### src/rtl/abp_packet_rx.sv
// ============================================================================
// Module   : abp_packet_rx
// Function : ABP packet receiver. It takes fixed-size frames from an
//            AXI-Stream MAC and emits the sequence value and alternating bit.
// Revision : 1.0 - initial release
// ============================================================================
`default_nettype none

module abp_packet_rx #(
  parameter int DATA_WIDTH  = 8,
  parameter int VALUE_SIZE  = 4,
  parameter int PACKET_SIZE = 64
) (
  input  logic                    aclk,
  input  logic                    resetn,
  input  logic                    s_eth_rx_tvalid,
  input  logic [DATA_WIDTH-1:0]   s_eth_rx_tdata,
  input  logic                    s_eth_rx_tlast,
  output logic                    s_eth_rx_tready,
  output logic                    m_abp_valid,
  input  logic                    m_abp_ready,
  output logic [VALUE_SIZE*8-1:0] m_abp_value,
  output logic                    m_abp_bit,
  output logic                    busy,
  output logic                    err_short,
  output logic                    err_long
);

  localparam int c_VW = VALUE_SIZE * 8;
  localparam int c_CW = $clog2(PACKET_SIZE);
  localparam logic [c_CW-1:0] c_LAST   = c_CW'(PACKET_SIZE - 1);
  localparam logic [c_CW-1:0] c_VBYTES = c_CW'(VALUE_SIZE);

  localparam logic [1:0] c_RECV = 2'd0;
  localparam logic [1:0] c_DROP = 2'd1;
  localparam logic [1:0] c_HOLD = 2'd2;

  logic [1:0]      r_state;
  logic [c_CW-1:0] r_cnt;
  logic            r_tready;
  logic [c_VW-1:0] r_value;
  logic            r_bit;
  logic            r_err_short;
  logic            r_err_long;

  logic [1:0]      w_state_nxt;
  logic [c_CW-1:0] w_cnt_nxt;
  logic            w_short;
  logic            w_long;
  logic            w_accept;
  logic [c_VW-1:0] w_value_shift;

  assign w_accept = s_eth_rx_tvalid & r_tready;

  // Value bytes arrive MSB first, so each new byte enters at the bottom.
  generate
    if (VALUE_SIZE > 1) begin : g_shift_multi
      assign w_value_shift = {r_value[c_VW-DATA_WIDTH-1:0], s_eth_rx_tdata};
    end else begin : g_shift_single
      assign w_value_shift = s_eth_rx_tdata;
    end
  endgenerate

  always_comb begin
    w_state_nxt = r_state;
    w_cnt_nxt   = r_cnt;
    w_short     = 1'b0;
    w_long      = 1'b0;
    case (r_state)
      c_RECV: begin
        if (w_accept) begin
          if (s_eth_rx_tlast) begin
            w_cnt_nxt = '0;
            if (r_cnt == c_LAST) w_state_nxt = c_HOLD;
            else                 w_short     = 1'b1;
          end else if (r_cnt == c_LAST) begin
            w_state_nxt = c_DROP;
            w_cnt_nxt   = '0;
            w_long      = 1'b1;
          end else begin
            w_cnt_nxt = r_cnt + 1'b1;
          end
        end
      end
      c_DROP: begin
        if (w_accept && s_eth_rx_tlast) begin
          w_state_nxt = c_RECV;
          w_cnt_nxt   = '0;
        end
      end
      c_HOLD: begin
        if (m_abp_ready) w_state_nxt = c_RECV;
      end
      default: begin
        w_state_nxt = c_RECV;
        w_cnt_nxt   = '0;
      end
    endcase
  end

  always_ff @(posedge aclk) begin
    if (!resetn) begin
      r_state     <= c_RECV;
      r_cnt       <= '0;
      r_tready    <= 1'b0;
      r_value     <= '0;
      r_bit       <= 1'b0;
      r_err_short <= 1'b0;
      r_err_long  <= 1'b0;
    end else begin
      r_state     <= w_state_nxt;
      r_cnt       <= w_cnt_nxt;
      // Registered from the next state so tready never depends on m_abp_ready combinationally.
      r_tready    <= (w_state_nxt != c_HOLD);
      r_err_short <= w_short;
      r_err_long  <= w_long;
      if (r_state == c_RECV && w_accept) begin
        if (r_cnt < c_VBYTES) r_value <= w_value_shift;
        if (r_cnt == c_LAST)  r_bit   <= s_eth_rx_tdata[0];
      end
    end
  end

  assign s_eth_rx_tready = r_tready;
  assign m_abp_valid     = (r_state == c_HOLD);
  assign m_abp_value     = r_value;
  assign m_abp_bit       = r_bit;
  assign busy            = (r_state == c_HOLD) || (r_state == c_DROP) || (r_cnt != '0);
  assign err_short       = r_err_short;
  assign err_long        = r_err_long;

endmodule

`default_nettype wire

### config.mk
export PLATFORM = sky130hd
export DESIGN_NAME = abp_packet_rx
export DESIGN_NICKNAME = d
export VERILOG_FILES = /design/src/rtl/abp_packet_rx.sv
export SDC_FILE = /design/constraint.sdc
export NUM_CORES = 1
export LEC_CHECK = 0
export BUFFER_PORTS_ARGS = -buffer_cell sky130_fd_sc_hd__buf_2
export CAP_MARGIN = 25
export CORE_MARGIN = 1
export CORE_UTILIZATION = 35
export CTS_CLUSTER_DIAMETER = 80
export DETAILED_ROUTE_END_ITERATION = 6
export PLACE_DENSITY = 0.65
export SYNTH_ARGS = -nofsm -noshare
export SYNTH_HDL_FRONTEND = slang
export SYNTH_SLANG_ARGS = --single-unit
### constraint.sdc
create_clock -name aclk -period 3.8 [get_ports aclk]
set_input_delay 0.19 -clock aclk [delete_from_list [all_inputs] [get_ports aclk]]
set_output_delay 0.19 -clock aclk [all_outputs]
set_load 0.01 [all_outputs]
== Word level (Yosys, flattened, before mapping) ==
Index checks and enable logic that the tools add are counted.

* Word-level logic and storage cells: 45
* Output and inout port bits: 38
* Bits in registers: 44
* Bits of input ports: 13

* Muxes and demuxes: 14
* Bitwise gates (word level): 5
* Reductions and logical operators: 11
* Magnitude comparators: 1
* Equal/unequal tests: 6
* $add $sub $neg: 1

{| class="wikitable"
|+ Operators with widths
! cell !! count
|-
| $mux 6 || 4
|-
| $pmux 6 s3 || 1
|-
| $mux 2 || 6
|-
| $add 6x1->6 const B || 1
|-
| $eq 6x6->1 const B || 1
|-
| $lt 6x3->1 const B || 1
|-
| $ne 2x2->1 const B || 3
|-
| $pmux 2 s3 || 1
|-
| $reduce_bool 6->1 || 1
|-
| $not 1->1 || 4
|-
| $reduce_and 2->1 || 2
|-
| $reduce_and 4->1 || 1
|-
| $reduce_or 4->1 || 1
|-
| $reduce_and 3->1 || 1
|-
| $eq 2x1->1 const B || 1
|-
| $eq 2x2->1 const B || 1
|-
| $logic_and 1x1->1 || 2
|-
| $logic_not 2->1 || 1
|-
| $logic_or 1x1->1 || 2
|-
| $mux 1 || 2
|-
| $and 1x1->1 || 1
|}

== Logic depth before layout (Yosys ltp) ==
* Depth after elaboration: 6
* Mapped depth: 7
* Gate-level depth less buffers: 6

== Worst setup path before layout ==
OpenSTA, ideal clock, no wires.

* Path kind: register to register
* Start: register r_state[0]
* End: register r_cnt[1]
* Setup time: 70 ps
* Cell stages (with the launch flop): 7
* Arrival: 1688 ps
* Clock period less this slack: 1759 ps
* Setup slack: 2041 ps
* Buffers on the path: 0
* Required time: 3730 ps
* Cell sequence: dfxtp_1 -> inv_1 -> ha_1 -> a21boi_1 -> o21a_1 -> or4b_1 -> a21oi_1

* Longest elaborated chain between the ends: 3
* Elaborated cells on any way between the ends: 8
* Those cells by class: eq/ne (4); mux (1); bitwise (1); reduce/logical (2)

{| class="wikitable"
|+ Ends and longest elaborated chain
! element !! line !! source
|-
| from (decl) || 38 || <nowiki>logic [1:0] r_state;</nowiki>
|-
| from (signal assigned) || 103 || <nowiki>r_state <= c_RECV;</nowiki>
|-
| from (signal assigned) || 111 || <nowiki>r_state <= w_state_nxt;</nowiki>
|-
| $eq 2x1->1 (tied with other cells) || 69 || <nowiki>case (r_state)</nowiki>
|-
| $ne 2x2->1 (no source line) or $not 1->1 (tied branches) || - ||
|-
| $reduce_and 3->1 (no source line) || - ||
|-
| to (signal assigned) || 112 || <nowiki>r_cnt <= w_cnt_nxt;</nowiki>
|-
| to (decl) || 39 || <nowiki>logic [c_CW-1:0] r_cnt;</nowiki>
|}

Parallel ways exist; a longest one is shown, timed or not.
A chain may end at the register's enable or synchronous reset.

== Final worst setup path ==
Ends and elaborated chain as after synthesis.

==> summary.txt <==
Global route
  – Global-route wire length before repair: around 6.3 mm
  – Pin count of the biggest net entering global routing: 33
  – GR Overflow Total: 0
  – Global router's overall resource usage: 15.1%
  – Vias in the first global route: 1410
  – Initial antenna violation count: 0

Worst hold path
  – Hold/Removal Path Class: input pin to register

Floorplanning
  – Initial Util: 37.4%
  – Die width: around 74 um
  – I/O pins: a little over 50
  – Core box area: ~5000 um2
  – Height of the die: 74.2 um
  – Die Area: 5510 um2
  – Rows: 25

Route
  – Routed WL: roughly 4 mm
  – DR WL/cell: approximately 12 um
  – First drt pass iteration count: 4
  – Starting DRT DRC Count: 86
  – DR vias: ~1.7k
  – Vias per cell: about 5
  – # DRC: 0
  – Post-route antenna net violation count: 0

Worst setup path
  – Slowest CP cell: or4b_1
  – Crit path kind: register to register
  – Bufs and invs on worst path: 1
  – Critical path required time: 4030 ps
  – Cell Chain, Critical Path: inv_1 -> ha_1 -> a21boi_1 -> o21a_1 -> or4b_1 -> a21oi_1
  – Critical-path maximum fanout: 8
  – Startpoint types: register
  – CP Data Arrival Time: 2160 ps
  – CP peak stage delay: 510 ps
  – Crit end category: register
  – Worst path top cell family by delay: compound AO/OA/AOI/OAI gates

Clock tree
  – CTS resizes: 0
  – Clk buf depth: 2
  – Sink Count: 44
  – Clk_lat worst skew: 300 ps
  – CTS buffer count: 5
  – Postcts setup bufs: 0
  – Cts hold-fix bufs: 0
  – Clk slew on worst S/H paths: around 80 ps
  – TritonCTS clock tree: done
  – Clk Tree Root Cell: clkbuf_8
  – H-tree depth: 2

Power
  – Power Total: slightly above 0.0009 W
  – Worst vdd ir: just under 0.0002 V
  – Power Dens Cells: slightly above 400 nW/um2
  – P_leak: 0.950 nW

Timing
  – Worst slew margin: 58.7%
  – Finish-stage setup viols: 0
  – Clock skew: approximately 4.2 ps
  – Clock period minus worst slack: approximately 1900 ps
  – Max Freq: 517 MHz
  – TNS Setup: 0 ps
  – RSZ-0062 raised after global routing: no
  – Final worst path period share: 50.9%
  – Hold slack: about 130 ps
  – Tightest Pin Transition: 618 ps
  – Fin. Hold Viols: 0
  – Final worst setup slack: between 1500 and 2000 ps
  – Slew Limit Fails: 0

Synth
  – Synth area leader: dfxtp_1
  – Synth Register Bits: 44
  – Syn_area_per_cell: 8.15 um2
  – Netlist cell types: 33
  – Yosys warns: 0
  – FFs w/ async S/R, synth: 0%
  – Sequential share of the synthesized area: between 40% and 50%
  – Post-Synthesis Cells: 224
  – Main synth FF type: dfxtp_1
  – Post-Syn Area: about 1800 um2
  – Syn nets: around 240
  – Area contributors post-synth: dfxtp_1 (48%), nand2_1 (14%), a21oi_1 (10%)
  – Post-synth EDFFs: 0
  – Synth top area share: roughly 48%

Status
  – Outcome: finished clean

Place
  – DP HPWL: between 2 and 3 mm
  – Port Buf Inserts: 50
  – Gpl congestion: 0.827
  – Dpl cells: between 300 and 400
  – Setup WS pre-CTS: roughly 1700 ps

Finish
  – Most frequent cells in the layout: nand2_1 (70), buf_2 (50), dfxtp_1 (44), a21oi_1 (38), nor3_1 (8)
  – Finished Layout Cells: 340
  – Fraction of layout cells with a size suffix above 1: 22.7%
  – Antenna cells: 0
  – Final net count: 291
  – Synthesis-to-finish area growth: 22.8%
  – Commonest non-fill, non-tap cell in the layout: nand2_1

Flow run
  – Max-Cap Viols: 0
-- metal layers --
| layer | wire length, um | share of wire, % | track usage, % | up-vias |
|---|---|---|---|---|
| li1 | - | - | - | 859 |
| met3 | 167 | 4.2 | 2.71 | 7 |
| met4 | 82 | 2.0 | 8.81 | 0 |
| met5 | 0 | 0 | 0 | - |
| met2 | 1890 | 47 | 24.0 | 45 |
| met1 | 1870 | 47 | 19.1 | 757 |
-- Yosys cell counts (2+ instances only) --
| library cell | n |
|---|---|
| nand2_1 | 70 |
| dfxtp_1 | 44 |
| a21oi_1 | 38 |
| clkbuf_1 | 8 |
| nor3_1 | 8 |
| inv_1 | 7 |
| ha_1 | 6 |
| and3_1 | 4 |
| o21ai_0 | 4 |
| a211oi_1 | 3 |
| buf_6 | 3 |
| nand3_1 | 3 |
| nand3b_1 | 2 |
| nand4_1 | 2 |
| nor3b_1 | 2 |
| nor4_1 | 2 |
| o211a_1 | 2 |
-- power by group --
part | internal [W] | leakage [nW] | switching, W | total (W)
registers | 0.000468 | 0.356 | 0.00000579 | 0.000473
logic | 0.0000196 | 0.533 | 0.0000367 | 0.0000564
clock network | 0.000215 | 0.0614 | 0.000162 | 0.000377
total | 0.000702 | 0.950 | 0.000205 | 0.000907
-- cell type report --
| class | count | area (um2) |
|---|---|---|
| Clock buffer | 6 | 82.6 |
| Clock inverter | 2 | 38.8 |
| Fill cell | 511 | 2640 |
| Inverter | 7 | 26.3 |
| Multi-Input combinational cell | 161 | 850 |
| Sequential cell | 44 | 881 |
| Tap cell | 67 | 83.8 |
| Timing Repair Buffer | 53 | 280 |
-- worst paths after layout --
check	startpoint	endpoint	slack, ps	depth (start not counted)
setup reg to reg	r_state[0]$_SDFF_PN0_	r_cnt[1]$_SDFFE_PN0P_	1870	6
hold / removal	s_eth_rx_tdata[7]	m_abp_value[7]$_SDFFE_PN0P_	130	3
setup / recovery	r_state[0]$_SDFF_PN0_	r_cnt[1]$_SDFFE_PN0P_	1870	6
hold reg to reg	m_abp_value[29]$_SDFFE_PN0P_	m_abp_value[29]$_SDFFE_PN0P_	450	2
-- flip-flops by register name, summed over array words and instances, names as in the netlist --
register	flops
err_short	1
r_state	2
s_eth_rx_tready	1
r_cnt	6
m_abp_bit	1
m_abp_value	32
err_long	1
-- worst register-to-register path, stage by stage (launching register included) --
cell	delay, ps
dfxtp_1	410
inv_1	90
ha_1	290
a21boi_1	180
o21a_1	250
or4b_1	510
a21oi_1	140
-- logic make-up (layout without fill, tap and decap cells) --
kind of cell               count (synthesis)  in the layout  synth area share (%)
and+or+nand+nor                          100            100                  25.0
adders and majority gates                  6              6                  4.11
AOI/OAI and AO/OA                         54             54                  16.9
DFF                                       44             44                  48.3
muxes                                      1              1                 0.548
buffers and inverters                     19             68                  5.21
-- through the flow --
stage / utilization [%] / area, um2
global placement: 43.2 / 2110
floorplan: - / 1830
global route: 45.9 / 2240
detailed placement: 43.2 / 2110
finish: 45.9 / 2240
CTS: 45.6 / 2230
(Power assumes the default switching activity.)
